==> src/rtl/mnist_pkg.sv <==
// rtl/mnist_pkg.sv - shared defaults and state encodings for the argmax unit
//
// Purpose: single home for the parameter defaults and the FSM state types
// used by mnist_argmax_unit and argmax_cmp_stage.
// Ports: none (package).
package mnist_pkg;

  localparam int NUM_CLASSES_DEF = 10;
  localparam int DATA_WIDTH_DEF  = 32;
  localparam int IDX_WIDTH_DEF   = 4;

  // Beat state: IDLE means the beat counter is at 0, ACCUM means a frame is
  // partially received.
  typedef enum logic {
    BEAT_IDLE  = 1'b0,
    BEAT_ACCUM = 1'b1
  } beat_state_e;

  // Output buffer state, tracked independently of the beat state.
  typedef enum logic {
    OUT_EMPTY = 1'b0,
    OUT_FULL  = 1'b1
  } out_state_e;

endpackage

==> src/rtl/argmax_cmp_stage.sv <==
// rtl/argmax_cmp_stage.sv - combinational signed compare/update for one logit beat
//
// Purpose: folds one incoming logit into the running max / index (and the
// runner-up when ARGMAX_MARGIN_EN is defined). Purely combinational; the
// registers live in the top module.
// Ports:
//   first_i   - current beat is beat 0 (unconditional load)
//   beat_i    - index of the current beat
//   logit_i   - incoming signed logit
//   max_i     - running max before this beat
//   idx_i     - running max index before this beat
//   second_i  - running runner-up before this beat (ARGMAX_MARGIN_EN only)
//   max_o     - running max after this beat
//   idx_o     - running max index after this beat
//   second_o  - runner-up after this beat (ARGMAX_MARGIN_EN only)
// Configuration macro: ARGMAX_MARGIN_EN
module argmax_cmp_stage
  import mnist_pkg::*;
#(
  parameter int DATA_WIDTH = DATA_WIDTH_DEF,
  parameter int IDX_WIDTH  = IDX_WIDTH_DEF
) (
  input  logic                  first_i,
  input  logic [IDX_WIDTH-1:0]  beat_i,
  input  logic [DATA_WIDTH-1:0] logit_i,
  input  logic [DATA_WIDTH-1:0] max_i,
  input  logic [IDX_WIDTH-1:0]  idx_i,
`ifdef ARGMAX_MARGIN_EN
  input  logic [DATA_WIDTH-1:0] second_i,
  output logic [DATA_WIDTH-1:0] second_o,
`endif
  output logic [DATA_WIDTH-1:0] max_o,
  output logic [IDX_WIDTH-1:0]  idx_o
);

  logic gt_max;

  // Strict compare: an equal logit never displaces the earlier index.
  assign gt_max = $signed(logit_i) > $signed(max_i);

  always_comb begin
    max_o = max_i;
    idx_o = idx_i;
    if (first_i) begin
      max_o = logit_i;
      idx_o = '0;
    end else if (gt_max) begin
      max_o = logit_i;
      idx_o = beat_i;
    end
  end

`ifdef ARGMAX_MARGIN_EN
  localparam logic [DATA_WIDTH-1:0] MOST_NEG = {1'b1, {(DATA_WIDTH-1){1'b0}}};

  logic gt_second;

  assign gt_second = $signed(logit_i) > $signed(second_i);

  // The runner-up is the second element of the top-2 multiset, so a logit
  // equal to the max (but not above it) becomes the runner-up -> margin 0.
  always_comb begin
    second_o = second_i;
    if (first_i) begin
      second_o = MOST_NEG;
    end else if (gt_max) begin
      second_o = max_i;
    end else if (gt_second) begin
      second_o = logit_i;
    end
  end
`endif

endmodule

==> src/rtl/mnist_argmax_unit.sv <==
// rtl/mnist_argmax_unit.sv - streaming argmax over NUM_CLASSES logits with one-deep output buffer
//
// Purpose: accumulates one logit per result_valid beat, and after the final
// beat of a frame presents the winning class/value (and margin) until the
// consumer accepts it. A frame completing while an earlier prediction is
// still pending is dropped and flagged in the sticky overflow bit.
// Ports:
//   clk, rst_n    - clock, asynchronous active-low reset
//   result        - signed logit input, result_valid qualifies it
//   frame_clr     - synchronous abort of a partial frame
//   pred_ready    - consumer accepts the prediction
//   pred_valid    - prediction available
//   pred_class    - winning index
//   pred_max      - winning logit
//   pred_margin   - winning logit minus runner-up (0 without ARGMAX_MARGIN_EN)
//   busy          - frame partially received
//   overflow      - sticky, a completed frame was dropped
//   frame_count   - completed frames, wrapping 16-bit
// Configuration macro: ARGMAX_MARGIN_EN (runner-up tracking and margin output)
module mnist_argmax_unit
  import mnist_pkg::*;
#(
  parameter int NUM_CLASSES = NUM_CLASSES_DEF,
  parameter int DATA_WIDTH  = DATA_WIDTH_DEF,
  parameter int IDX_WIDTH   = IDX_WIDTH_DEF
) (
  input  logic                  clk,
  input  logic                  rst_n,
  input  logic [DATA_WIDTH-1:0] result,
  input  logic                  result_valid,
  input  logic                  frame_clr,
  input  logic                  pred_ready,
  output logic                  pred_valid,
  output logic [IDX_WIDTH-1:0]  pred_class,
  output logic [DATA_WIDTH-1:0] pred_max,
  output logic [DATA_WIDTH-1:0] pred_margin,
  output logic                  busy,
  output logic                  overflow,
  output logic [15:0]           frame_count
);

  localparam logic [IDX_WIDTH-1:0] LAST_BEAT = IDX_WIDTH'(NUM_CLASSES - 1);

  beat_state_e beat_state_q, beat_state_d;
  out_state_e  out_state_q, out_state_d;

  logic [IDX_WIDTH-1:0]  beat_cnt_q, beat_cnt_d;
  logic [DATA_WIDTH-1:0] run_max_q, run_max_d;
  logic [IDX_WIDTH-1:0]  run_idx_q, run_idx_d;
  logic [DATA_WIDTH-1:0] fold_max;
  logic [IDX_WIDTH-1:0]  fold_idx;

  logic [IDX_WIDTH-1:0]  pred_class_q, pred_class_d;
  logic [DATA_WIDTH-1:0] pred_max_q, pred_max_d;
  logic                  overflow_q, overflow_d;
  logic [15:0]           frame_count_q, frame_count_d;

  logic first_beat, beat_en, final_beat, accept, load;

  // frame_clr wins over a simultaneous beat, so that beat never counts.
  assign first_beat = (beat_cnt_q == '0);
  assign beat_en    = result_valid && !frame_clr;
  assign final_beat = beat_en && (beat_cnt_q == LAST_BEAT);
  assign accept     = (out_state_q == OUT_FULL) && pred_ready;
  // A completing frame is loaded if the buffer is empty or is being drained
  // in this very cycle; otherwise it is dropped.
  assign load       = final_beat && ((out_state_q == OUT_EMPTY) || accept);

`ifdef ARGMAX_MARGIN_EN
  logic [DATA_WIDTH-1:0] run_second_q, run_second_d;
  logic [DATA_WIDTH-1:0] fold_second;
  logic [DATA_WIDTH-1:0] pred_margin_q, pred_margin_d;
  logic [DATA_WIDTH:0]   margin_wide;
  logic [DATA_WIDTH-1:0] margin_sat;

  // One extra bit so max - runner-up cannot wrap; the result is never
  // negative, so any set bit at or above the sign position means saturate.
  assign margin_wide = {fold_max[DATA_WIDTH-1], fold_max}
                     - {fold_second[DATA_WIDTH-1], fold_second};
  assign margin_sat  = (margin_wide[DATA_WIDTH] || margin_wide[DATA_WIDTH-1])
                     ? {1'b0, {(DATA_WIDTH-1){1'b1}}}
                     : margin_wide[DATA_WIDTH-1:0];
`endif

  argmax_cmp_stage #(
    .DATA_WIDTH(DATA_WIDTH),
    .IDX_WIDTH (IDX_WIDTH)
  ) u_cmp (
    .first_i (first_beat),
    .beat_i  (beat_cnt_q),
    .logit_i (result),
    .max_i   (run_max_q),
    .idx_i   (run_idx_q),
`ifdef ARGMAX_MARGIN_EN
    .second_i(run_second_q),
    .second_o(fold_second),
`endif
    .max_o   (fold_max),
    .idx_o   (fold_idx)
  );

  // FSM state register
  always_ff @(posedge clk or negedge rst_n) begin
    if (!rst_n) begin
      beat_state_q <= BEAT_IDLE;
      out_state_q  <= OUT_EMPTY;
    end else begin
      beat_state_q <= beat_state_d;
      out_state_q  <= out_state_d;
    end
  end

  // FSM next state
  always_comb begin
    beat_state_d = beat_state_q;
    case (beat_state_q)
      BEAT_IDLE:  if (beat_en && !final_beat) beat_state_d = BEAT_ACCUM;
      BEAT_ACCUM: if (frame_clr || final_beat) beat_state_d = BEAT_IDLE;
      default:    beat_state_d = BEAT_IDLE;
    endcase

    out_state_d = out_state_q;
    case (out_state_q)
      OUT_EMPTY: if (load) out_state_d = OUT_FULL;
      OUT_FULL:  if (accept && !load) out_state_d = OUT_EMPTY;
      default:   out_state_d = OUT_EMPTY;
    endcase
  end

  // FSM outputs
  always_comb begin
    busy       = (beat_state_q == BEAT_ACCUM);
    pred_valid = (out_state_q == OUT_FULL);
  end

  // Working and output register next state
  always_comb begin
    beat_cnt_d    = beat_cnt_q;
    run_max_d     = run_max_q;
    run_idx_d     = run_idx_q;
    pred_class_d  = pred_class_q;
    pred_max_d    = pred_max_q;
    overflow_d    = overflow_q || (final_beat && !load);
    frame_count_d = frame_count_q + 16'(final_beat);
`ifdef ARGMAX_MARGIN_EN
    run_second_d  = run_second_q;
    pred_margin_d = pred_margin_q;
`endif

    if (frame_clr) begin
      beat_cnt_d = '0;
      run_max_d  = '0;
      run_idx_d  = '0;
`ifdef ARGMAX_MARGIN_EN
      run_second_d = '0;
`endif
    end else if (result_valid) begin
      beat_cnt_d = final_beat ? '0 : beat_cnt_q + IDX_WIDTH'(1);
      run_max_d  = fold_max;
      run_idx_d  = fold_idx;
`ifdef ARGMAX_MARGIN_EN
      run_second_d = fold_second;
`endif
    end

    if (load) begin
      pred_class_d = fold_idx;
      pred_max_d   = fold_max;
`ifdef ARGMAX_MARGIN_EN
      pred_margin_d = margin_sat;
`endif
    end
  end

  always_ff @(posedge clk or negedge rst_n) begin
    if (!rst_n) begin
      beat_cnt_q    <= '0;
      run_max_q     <= '0;
      run_idx_q     <= '0;
      pred_class_q  <= '0;
      pred_max_q    <= '0;
      overflow_q    <= 1'b0;
      frame_count_q <= '0;
    end else begin
      beat_cnt_q    <= beat_cnt_d;
      run_max_q     <= run_max_d;
      run_idx_q     <= run_idx_d;
      pred_class_q  <= pred_class_d;
      pred_max_q    <= pred_max_d;
      overflow_q    <= overflow_d;
      frame_count_q <= frame_count_d;
    end
  end

`ifdef ARGMAX_MARGIN_EN
  always_ff @(posedge clk or negedge rst_n) begin
    if (!rst_n) begin
      run_second_q  <= '0;
      pred_margin_q <= '0;
    end else begin
      run_second_q  <= run_second_d;
      pred_margin_q <= pred_margin_d;
    end
  end

  assign pred_margin = pred_margin_q;
`else
  assign pred_margin = '0;
`endif

  assign pred_class  = pred_class_q;
  assign pred_max    = pred_max_q;
  assign overflow    = overflow_q;
  assign frame_count = frame_count_q;

endmodule

==> config.mk <==
export PLATFORM = sky130hd
export DESIGN_NAME = mnist_argmax_unit
export DESIGN_NICKNAME = d
export VERILOG_FILES = /design/src/rtl/mnist_pkg.sv /design/src/rtl/argmax_cmp_stage.sv /design/src/rtl/mnist_argmax_unit.sv
export SDC_FILE = /design/constraint.sdc
export NUM_CORES = 1
export LEC_CHECK = 0
export ABC_AREA = 0
export BUFFER_PORTS_ARGS = -buffer_cell sky130_fd_sc_hd__buf_4
export CAP_MARGIN = 20
export CORE_ASPECT_RATIO = 1.2
export CORE_MARGIN = 5
export CORE_UTILIZATION = 55
export CTS_CLUSTER_DIAMETER = 100
export DETAILED_ROUTE_END_ITERATION = 10
export PLACE_DENSITY_LB_ADDON = 0.1
export SYNTH_ARGS = -nofsm -noshare
export SYNTH_HDL_FRONTEND = slang
export SYNTH_SLANG_ARGS = --single-unit
==> constraint.sdc <==
create_clock -name clk -period 2.7 [get_ports clk]
set_clock_uncertainty 0.05 [all_clocks]
set_input_delay 0.81 -clock clk [delete_from_list [all_inputs] [get_ports clk]]
set_output_delay 0.81 -clock clk [all_outputs]
set_load 0.05 [all_outputs]
Word level (Yosys, flattened, before mapping)

Index checks and enable logic that the tools add are counted.

Register bits: 95
Bits of input ports: 37
Output and inout bits: 87
Logic and storage cells: 47

Add/subtract/negate cells: 2
Order comparisons: 1
Equality and inequality tests: 1
Multiplexer cells: 17
Bitwise operators: 2
Reductions and logical operators: 15

Operators with widths:

| operator                                                      | count |
|---|---|
| 32-bit two-way mux                                            | 4 |
| 32-bit > comparator                                           | 1 |
| 4-bit two-way mux                                             | 7 |
| 16-bit by 1-bit adder with 16-bit output                      | 1 |
| 1-bit logical AND                                             | 7 |
| 4-bit by 1-bit adder with 4-bit output, second input constant | 1 |
| 4-bit == test, second input constant                          | 1 |
| 4-bit logical NOT                                             | 1 |
| 1-bit two-way mux                                             | 4 |
| 1-bit case mux with 2 select lines                            | 2 |
| 1-bit logical NOT                                             | 3 |
| 1-bit logical OR                                              | 3 |
| 1-bit inverter                                                | 2 |
| 2-bit nonzero test                                            | 1 |

Longest topological paths before layout

Depth after elaboration: 8
Depth in mapped cells: 12
Mapped depth without buffers: 12

Modules after synthesis

Synthesis repeated with hierarchy kept, for this count alone.

Cell total of the unflattened synthesis: 534
Area, all modules: 5,800.6 µm²

By module, submodules not included:

| module            | times used | cells an instance | area each (µm²) | seq. area each (µm²) |
|---|---|---|---|---|
| mnist_argmax_unit | 1          | 323               | 4,122.7         | 2,377.3 |
| argmax_cmp_stage  | 1          | 211               | 1,677.9         | 0.0 |

Least setup slack after synthesis

OpenSTA, ideal clock, no wires.

Path type: input-to-reg
Start point: in result[1]
End point: reg run_max_q[5]
Library setup time: 134 ps
Data arrival time: 2,674 ps
Data required time: 2,516 ps
Setup slack: -158 ps
Stages: 11
Path buffers: 3
Cells stage by stage: ha_1 -> nor2b_4 -> o211ai_2 -> a2111oi_1 -> a211o_1 -> a2111o_1 -> buf_6 -> buf_6 -> buf_4 -> nand4_1 -> a21oi_2

Cells in the longest elaborated chain, start to end: 5

RTL lines:

| element              | line                     | text |
|---|---|---|
| start, declared      | mnist_argmax_unit.sv:29  | `input logic [DATA_WIDTH-1:0] result,` |
| 32-bit > comparator  | argmax_cmp_stage.sv:39   | `assign gt_max = $signed(logit_i) > $signed(max_i);` |
| 32-bit two-way mux   | argmax_cmp_stage.sv:47   | `end else if (gt_max) begin` |
| 32-bit two-way mux   | argmax_cmp_stage.sv:44   | `if (first_i) begin` |
| 32-bit two-way mux   | mnist_argmax_unit.sv:157 | `end else if (result_valid) begin` |
| 32-bit two-way mux   | mnist_argmax_unit.sv:150 | `if (frame_clr) begin` |
| end signal, assigned | mnist_argmax_unit.sv:186 | `run_max_q <= run_max_d;` |
| end, declared        | mnist_argmax_unit.sv:48  | `logic [DATA_WIDTH-1:0] run_max_q, run_max_d;` |

No other way between the ends. The select of a mux whose other input is x is not followed.
A chain may end at the register's enable or synchronous reset.

Final worst setup path

Start point: in result[6]
End point: reg run_max_q[25]

The elaborated chain is that of the path after synthesis.

==> impl_results.md <==
- Setup-failing EPs final: 10
- Layout Nets: about 840
- Critical path type: in -> reg
- Vias in the first global route: 5275
- Worst-Margin Slew: between 0.8 and 0.9 ns
- Dpl hpwl: about 10 mm
- GRT Total Usage: between 20% and 30%
- CP Capture Type: register
- Diodes inserted: 0
- Max_cap viols: 0
- Synth area leaders: dfrtp_1 (41%), ha_1 (8.0%), nand4_1 (4.9%), a31o_1 (4.5%), buf_4 (4.5%)
- Most used DFF post-synth: dfrtp_1
- Layout area overhead: 37.7%
- Worst hold path class: in -> async
- Synth top area share: 41.0%
- CTS Root Cell: clkbuf_16
- Syn avg cell area: slightly above 9 um2
- Total Power: about 3.7 mW
- Hold Fails Final Rpt: 0
- Failing checks: setup timing
- TritonCTS buffer count: 9
- Peak supply drop: between 0.3 and 0.4 mV
- Via/cell ratio: 6.03
- Core Rows: 41
- Yosys warns: 0
- Final Worst Setup Slack: -0.0300 ns
- 1st-iter DRT viols: between 300 and 400
- Synth cell types: 49
- Clock power frac: 33.3%
- Largest net degree at the start of global routing: between 70 and 80
- # DRC: 0
- Leak pwr: 3.63 nW
- Internal: ~2.5 mW
- Initial Utilization: a little under three fifths
- Gate Count Post-Synth: around 640
- Die area: approximately 13000 um2
- Reg clk slew, reported paths: 0.07 ns
- Status: finished, violations left
- TritonCTS clock tree: built
- Slew margin rel.: between 40% and 50%
- Core area: roughly 10000 um2
- TritonRoute pass-1 iters: 4
- List of most frequent post-synthesis cells: dfrtp_1 (95), nor2_1 (48), a21oi_1 (47)
- Post-synth EDFFs: 0
- Crit path launch type: input port
- Cell taking the most area after synthesis: dfrtp_1
- Final ANT Viol Nets: 0
- Logic gate share of total power: approximately a quarter
- Crit path DAT: between 2 and 3 ns
- Tmin final: between 2 and 3 ns
- Total grt overflow: 0
- Boundary Pins: 124
- Die Width: between 100 and 150 um
- WP data required: slightly below 3 ns
- F_max: about 370 MHz
- Global-route wire length before repair: 25.2 mm
- Port Buffer Count: 91
- Worst Path Max Fanout: 36
- CTS sink cnt: 95
- Syn Std Cell Area: slightly below 6000 um2
- H-tree depth: 3
- Vias: about 5.4k
- Sequential area share after synthesis: 41.0%
- Skew-Pair Late Insertion Delay: between 0.3 and 0.4 ns
- Clock buffer depth: 2
- WL final: between 15 and 20 mm
- Initial antenna violation count: 0
- #FFs+latches synth: between 90 and 100
- Sw frac: roughly a third
- Fin cells: between 800 and 900
- Final Max Tran Viols: 0
- Pwr per Cell Area: between 400 and 500 nW/um2
- Seq pwr share: about two fifths
- Final period utilization: 101%
- Die height: ~120 um
- Sw power: around 1.2 mW
- Gp weighted congestion: ~0.87
- Most common cell in the netlist: dfrtp_1
- Placed cell count: 870
- Wirelength per Cell: 18.2 um
- Asr flop ratio synth: 100%
- Post-CTS Hold Buffers: 0
- RSZ-0062 raised after global routing: true
- Layout cell share with drive strength beyond 1: about a third
-- routing by layer --
metal / routed length (um) / GRT usage (%) / up-vias
met1: 6670 / 29.1 / 2691
met3: 765 / 4.16 / 35
met4: 437 / 9.07 / 0
met2: 8450 / 42.9 / 162
li1: - / - / 2530
met5: 0 / 0 / -
-- worst paths after layout --
path,cells after the start,slack (ns),from,end
max,9,-0.03,result[6],run_max_q[25]
min,1,0.27,rst_n,frame_count[6]
max reg2reg,13,0.09,run_max_q[26],run_max_q[25]
min reg2reg,1,0.42,overflow,overflow
max in group asynchronous,2,1.63,rst_n,pred_max[18]
min in group clk,1,0.42,overflow,overflow
-- power by group through the flow --
stage	combinational [mW]	clock [mW]	sequential, mW
6_report	0.955	1.22	1.48
5_1_grt	1.04	1.29	1.48
4_1_cts	0.818	1.24	1.48
3_5_place_dp	0.798	0	1.51
3_3_place_gp	0.779	0	1.51
2_1_floorplan	0.530	0	1.51
-- flip-flops by register name, indices dropped and copies added, names as in the netlist --
name	cells
overflow	1
pred_max	32
beat_cnt_q	4
busy	1
pred_valid	1
run_idx_q	4
run_max_q	32
frame_count	16
pred_class	4
-- cell type report --
class                           count  area, um2
Clock buffer                        9        225
Inverter                           39        146
Clock inverter                      7       55.1
Multi-Input combinational cell    448       3450
Fill cell                         728       2430
Tap cell                          129        161
Sequential cell                    95       2380
Timing Repair Buffer              172       1560
-- cells by family after synthesis --
| group | after synthesis | synth area share (%) |
|---|---|---|
| and+or+nand+nor | 187 | 16.5 |
| AOI/OAI and AO/OA | 177 | 21.1 |
| buffers and inverters | 124 | 11.3 |
| DFF | 95 | 41.0 |
| adders and majority gates | 37 | 7.98 |
| xor gates and xnor gates | 14 | 2.11 |
| other | 1 | 0.0647 |
-- repair_timing --
action	4_1_cts	5_1_grt
gates resized for setup	11	61
setup endpoints to repair	64	74
cloned	0	5
buffers inserted	1	7
pin swaps	4	36
-- worst max-delay path, cell delays in order --
cell	delay (ns)
buf_4	0.12
ha_1	0.31
nand4_1	0.22
a2111oi_2	0.09
a211o_1	0.26
a2111o_2	0.54
buf_12	0.21
a31o_1	0.22
a21oi_1	0.16
-- metrics by stage --
| stage | worst slack, ns | hold WS, ns | cell area (um2) | setup TNS [ns] | utilization (%) |
|---|---|---|---|---|---|
| 2_1_floorplan | 0.000191 | 0.416 | 6180 | 0 | - |
| 3_3_place_gp | -0.419 | 0.395 | 7180 | -27.25 | 69.0 |
| 3_5_place_dp | -0.470 | 0.409 | 7180 | -28.78 | 69.0 |
| 4_1_cts | -0.0117 | 0.272 | 7540 | -0.0293 | 72.4 |
| 5_1_grt | -0.145 | 0.287 | 7980 | -5.67 | 76.7 |
| 6_report | -0.0300 | 0.272 | 7980 | -0.102 | 76.7 |
-- placed cells by master (no fill, tap or decap), types with 3 or more instances in the layout --
cell type  count
ha_1          12
nand2_1       27
inv_1         38
nand2b_1       3
xnor2_1       11
ha_4          23
buf_6         12
conb_1        32
or2_2          3
a21oi_1       31
a31o_1        30
buf_4        141
a21oi_2       16
buf_12        11
nand4_1       45
clkbuf_16     12
o211ai_1      34
nor2_1        45
a31oi_1       32
and3_1         4
buf_8          5
xor2_1         3
dfrtp_1       94
o21ai_0        6
nand3_1       42
(Power assumes the default switching activity.)
